File: src/rtl/ultrasonic_trig_ctrl.sv
// HC-SR04 initiator: TRIG pulse, ECHO wait/measure, holdoff.
// Optional free-running mode: define AUTO_TRIG_EN.
module ultrasonic_trig_ctrl #(
  parameter int CW            = 20,
  parameter int TRIG_CYCLES   = 120,
  parameter int ECHO_START_TO = 12000,
  parameter int ECHO_MAX      = 456000,
  parameter int HOLDOFF       = 720000
) (
  input  logic          clk,
  input  logic          rst,
  input  logic          start,
  input  logic          echo,
  output logic          trig,
  output logic          busy,
  output logic          echo_gate,
  output logic          done,
  output logic          timeout,
  output logic [CW-1:0] pulse_cycles
);

  typedef enum logic [2:0] {
    S_IDLE,
    S_TRIG,
    S_WAIT_RISE,
    S_MEASURE,
    S_HOLDOFF
  } state_t;

  localparam logic [CW-1:0] TRIG_LAST = CW'(TRIG_CYCLES - 1);
  localparam logic [CW-1:0] WAIT_LAST = CW'(ECHO_START_TO - 1);
  localparam logic [CW-1:0] MEAS_MAX  = CW'(ECHO_MAX);
  localparam logic [CW-1:0] HOLD_LAST = CW'(HOLDOFF - 1);

  state_t        state;
  logic [CW-1:0] cnt;
  logic          echo_m;
  logic          echo_s;
  logic          echo_q;
  logic          rise;
  logic          go;

`ifdef AUTO_TRIG_EN
  assign go = start | 1'b1;
`else
  assign go = start;
`endif

  assign rise = echo_s & ~echo_q;

  // Two-flop synchronizer plus one delay stage for edge detection
  always_ff @(posedge clk or posedge rst) begin
    if (rst) begin
      echo_m <= 1'b0;
      echo_s <= 1'b0;
      echo_q <= 1'b0;
    end else begin
      echo_m <= echo;
      echo_s <= echo_m;
      echo_q <= echo_s;
    end
  end

  // Measurement FSM with registered outputs
  always_ff @(posedge clk or posedge rst) begin
    if (rst) begin
      state        <= S_IDLE;
      cnt          <= '0;
      trig         <= 1'b0;
      busy         <= 1'b0;
      echo_gate    <= 1'b0;
      done         <= 1'b0;
      timeout      <= 1'b0;
      pulse_cycles <= '0;
    end else begin
      done      <= 1'b0;
      timeout   <= 1'b0;
      echo_gate <= 1'b0;
      unique case (state)
        S_IDLE: begin
          if (go) begin
            state <= S_TRIG;
            cnt   <= '0;
            trig  <= 1'b1;
            busy  <= 1'b1;
          end
        end
        S_TRIG: begin
          if (cnt == TRIG_LAST) begin
            state <= S_WAIT_RISE;
            cnt   <= '0;
            trig  <= 1'b0;
          end else begin
            cnt <= cnt + 1'b1;
          end
        end
        S_WAIT_RISE: begin
          if (rise) begin
            state     <= S_MEASURE;
            cnt       <= CW'(1);
            echo_gate <= 1'b1;
          end else if (cnt == WAIT_LAST) begin
            state        <= S_HOLDOFF;
            cnt          <= '0;
            done         <= 1'b1;
            timeout      <= 1'b1;
            pulse_cycles <= '0;
          end else begin
            cnt <= cnt + 1'b1;
          end
        end
        S_MEASURE: begin
          if (!echo_s) begin
            state        <= S_HOLDOFF;
            cnt          <= '0;
            done         <= 1'b1;
            pulse_cycles <= cnt;
          end else if (cnt == MEAS_MAX) begin
            state        <= S_HOLDOFF;
            cnt          <= '0;
            done         <= 1'b1;
            timeout      <= 1'b1;
            pulse_cycles <= MEAS_MAX;
          end else begin
            cnt       <= cnt + 1'b1;
            echo_gate <= 1'b1;
          end
        end
        S_HOLDOFF: begin
          if (cnt == HOLD_LAST) begin
            state <= S_IDLE;
            cnt   <= '0;
            busy  <= 1'b0;
          end else begin
            cnt <= cnt + 1'b1;
          end
        end
        default: begin
          state <= S_IDLE;
          cnt   <= '0;
          trig  <= 1'b0;
          busy  <= 1'b0;
        end
      endcase
    end
  end

endmodule

File: config.mk
export PLATFORM = sky130hd
export DESIGN_NAME = ultrasonic_trig_ctrl
export DESIGN_NICKNAME = d
export VERILOG_FILES = /design/src/rtl/ultrasonic_trig_ctrl.sv
export SDC_FILE = /design/constraint.sdc
export NUM_CORES = 1
export LEC_CHECK = 0
export CORE_MARGIN = 5
export CORE_UTILIZATION = 49
export CTS_CLUSTER_SIZE = 14
export DETAILED_ROUTE_END_ITERATION = 12
export DONT_BUFFER_PORTS = 1
export PLACE_DENSITY = 0.66
export SYNTH_ARGS = -nofsm -noshare
export SYNTH_HDL_FRONTEND = slang
export SYNTH_SLANG_ARGS = --single-unit
File: constraint.sdc
create_clock -name clk -period 2.1 [get_ports clk]
set_input_delay 0.21 -clock clk [delete_from_list [all_inputs] [get_ports clk]]
set_output_delay 0.21 -clock clk [all_outputs]
set_load 0.05 [all_outputs]
==> results.py <==
metrics = {
    "yosys": {
        "postSynthCellCount": 265,
        "ys_warn_count": 0,
        "synth-seq-cells": 51,
        "avgSynthCellArea_um2": 10.2,
        "syn-num-nets": 271,
        "synthFlopType": "dfrtp_1",
        "synth_area_um2": 2690,
        "synth-edff-count": 0,
        "ys_seq_area_share_pct": 47.4,
        "ys_types": 54,
        "async_reset_ff_share_pct": 100,
    },
    "clock_tree": {
        "cts_buffers": 5,
        "clockBufferDepth": 2,
        "clk_pin_slew_ps": 90,
        "clkLatencyLatePin_ps": 310,
        "cts.sinks": 51,
        "cts-root-buf": "clkbuf_8",
        "cts_tree": "yes",
        "h-tree-depth": 2,
    },
    "grt": {
        "grt_pass1_vias": 2170,
        "grt_usage_pct": 18.4,
        "grt_start_max_net_pins": 52,
        "grt.overflow.total": 0,
        "grt_pass1_wl_um": 10700,
        "antenna_found_initial": 0,
    },
    "place": {
        "dp_hpwl_um": 4390,
        "post-place-ws_ps": -8.10,
        "placement.io_buffers": 0,
        "gp_congestion": 0.885,
    },
    "drt": {
        "ant_nets": 0,
        "drc": 0,
        "wire_per_inst_um": 17.5,
        "drt_iter0_drc": 128,
        "dr.pass1.iters": 4,
        "viasPerCell": 5.77,
        "num_vias": 2168,
        "drt-total-wl_um": 6590,
    },
    "min_path": {
        "min_path_cells": 2,
        "hold_class": "primary input to flop",
    },
    "timing": {
        "drv_slew": 0,
        "min_period_ps": 2150,
        "setup-violations-final": 13,
        "slew_headroom_pct": 43.7,
        "worst_slack_ps": -45.8,
        "min_period_over_period_pct": 102,
        "skew_ps": 7.15,
        "worstMarginPinSlew_ps": 842,
        "rsz0062_at_grt": "true",
        "hold_violations": 0,
        "fmax_mhz": 466,
    },
    "die": {
        "core-area_um2": 5410,
        "initial_utilization_pct": 49.8,
        "dieHeight_um": 84.1,
        "pin_count": 29,
        "die_x_um": 84.1,
        "dieArea_um2": 7070,
        "rows": 27,
    },
    "pwr": {
        "p_sw_mw": 2.25,
        "p_leak_nw": 1.53,
        "p_clk_share_pct": 11.8,
        "seqPwrFrac_pct": 43.3,
        "power_frac_comb_pct": 44.9,
        "power_mw": 4.75,
        "power.density_nw_per_um2": 1440,
        "p_int_mw": 2.50,
        "vdd_ir_drop_max_mv": 0.664,
        "swShare_pct": 47.4,
    },
    "final_layout": {
        "final_cell_mix": "dfrtp_1 (51), buf_4 (40), nand2_1 (34)",
        "nNetsFinal": 309,
        "syn_to_final_growth_pct": 23.0,
        "antenna_cells": 0,
        "layout-drive-gt1-share_pct": 33.2,
        "layout_commonest_cell": "dfrtp_1",
    },
    "outcome": {
        "status": "complete, but fails checks",
        "failed_checks": "setup timing",
    },
    "worst_setup_path": {
        "start_kind": "flop",
        "arrival_ps": 2340,
        "required_ps": 2300,
        "crit_fanout": 17,
        "endpoint_kind": "flop",
        "rr_worst_depth": 9,
        "crit_type": "flop to flop",
    },
    "job": {
        "maxCapViolCount": 0,
    },
}
stage by stage:
step / instance area [µm²] / std cells / util (%) / hold WS [ps] / TNS [ps]
after floorplan: 2690 / 265 / - / 241 / 0
after CTS: 3110 / 367 / 57.5 / 108 / 0
after global routing: 3310 / 376 / 61.3 / 115 / -2470
after detailed placement: 3000 / 357 / 55.4 / 162 / -8.10
after global placement: 3000 / 357 / 55.4 / 160 / 0
final: 3310 / 376 / 61.3 / 116 / -210
power by group through the flow:
stage,sequential (mW),combinational [mW],clock [mW]
after floorplan,1.98,1.23,0
after global placement,2.07,1.52,0
after detailed placement,2.08,1.57,0
after CTS,2.06,1.57,0.571
after global routing,2.10,2.31,0.621
final,2.06,2.13,0.563
layout make-up:
type                    count  area [µm²]
fillers                   464        2090
multi-input cells         183        1330
flip-flops and latches     51        1280
repair buffers             52         492
well taps                  72        90.1
clock buffers               6        72.6
inverters                  10        40.0
clock inverters             2        12.5
cells in the mapped netlist, drive strengths merged (3+ instances only):
cell    count  area share (%)
nor3        4            0.93
a21o        3            0.84
dfrtp      51              47
nor2b       4            0.93
nand4       4             1.5
nand3      15             3.2
mux2i       3             1.1
nor4        7             2.6
inv        10             1.4
a22o       17             5.5
nor2       19             2.6
buf        14             3.5
a31oi       8             1.9
o31ai      12             5.2
and3        3            0.70
nand2      36             5.1
o21ai       6             1.3
clkbuf      7            0.98
a21oi      12             2.2
critical path, cell delays in order (launching register included):
cell and delay (ps):
dfrtp_1 360, buf_4 120, ha_4 140, nand4b_4 100, or3_1 400, o21ai_2 210
nand4_4 160, buf_6 170, clkbuf_16 170, a22o_1 210
logic make-up after synthesis:
logic type      share of synthesized area [%]
compound gates                           20.5
xor+xnor                                0.976
fa+ha+maj                               0.930
buf+inv                                  5.90
flops                                    47.4
mux                                      1.12
simple gates                             23.1
layer usage:
metal  track usage (%)  routed length (µm)
met1              25.4                3090
met2              29.3                3170
met3              4.24                 267
met4              4.82                  61
met5                 0                   0
path summary, 6_finish.rpt:
kind	start	endpoint	slack, ps
setup / recovery	cnt[1]$_DFFE_PP0P_	cnt[15]$_DFFE_PP0P_	-50
hold / removal	start	busy$_DFFE_PP0P_	120
setup reg to reg	cnt[1]$_DFFE_PP0P_	cnt[15]$_DFFE_PP0P_	-50
hold reg to reg	echo_m$_DFF_PP0_	echo_s$_DFF_PP0_	360
max in group asynchronous	rst	cnt[17]$_DFFE_PP0P_	1480
min in group asynchronous	rst	echo_q$_DFF_PP0_	400
registers in the layout (all words and copies together), names as in the netlist:
name	flops
echo_m	1
done	1
echo_q	1
pulse_cycles	20
cnt	20
echo_s	1
timeout	1
busy	1
trig	1
state	3
echo_gate	1
what timing repair did:
action / 4_1_cts / 5_1_grt
hold buffers: 2 / 0
hold endpoints to repair: 52 / 0
endpoints found under the setup margin: 3 / 31
resized for setup: 1 / 21
pin swaps: 1 / 9
gates cloned: 0 / 3
setup buffers: 0 / 6
No activity file was read; power rests on OpenSTA's default activity.
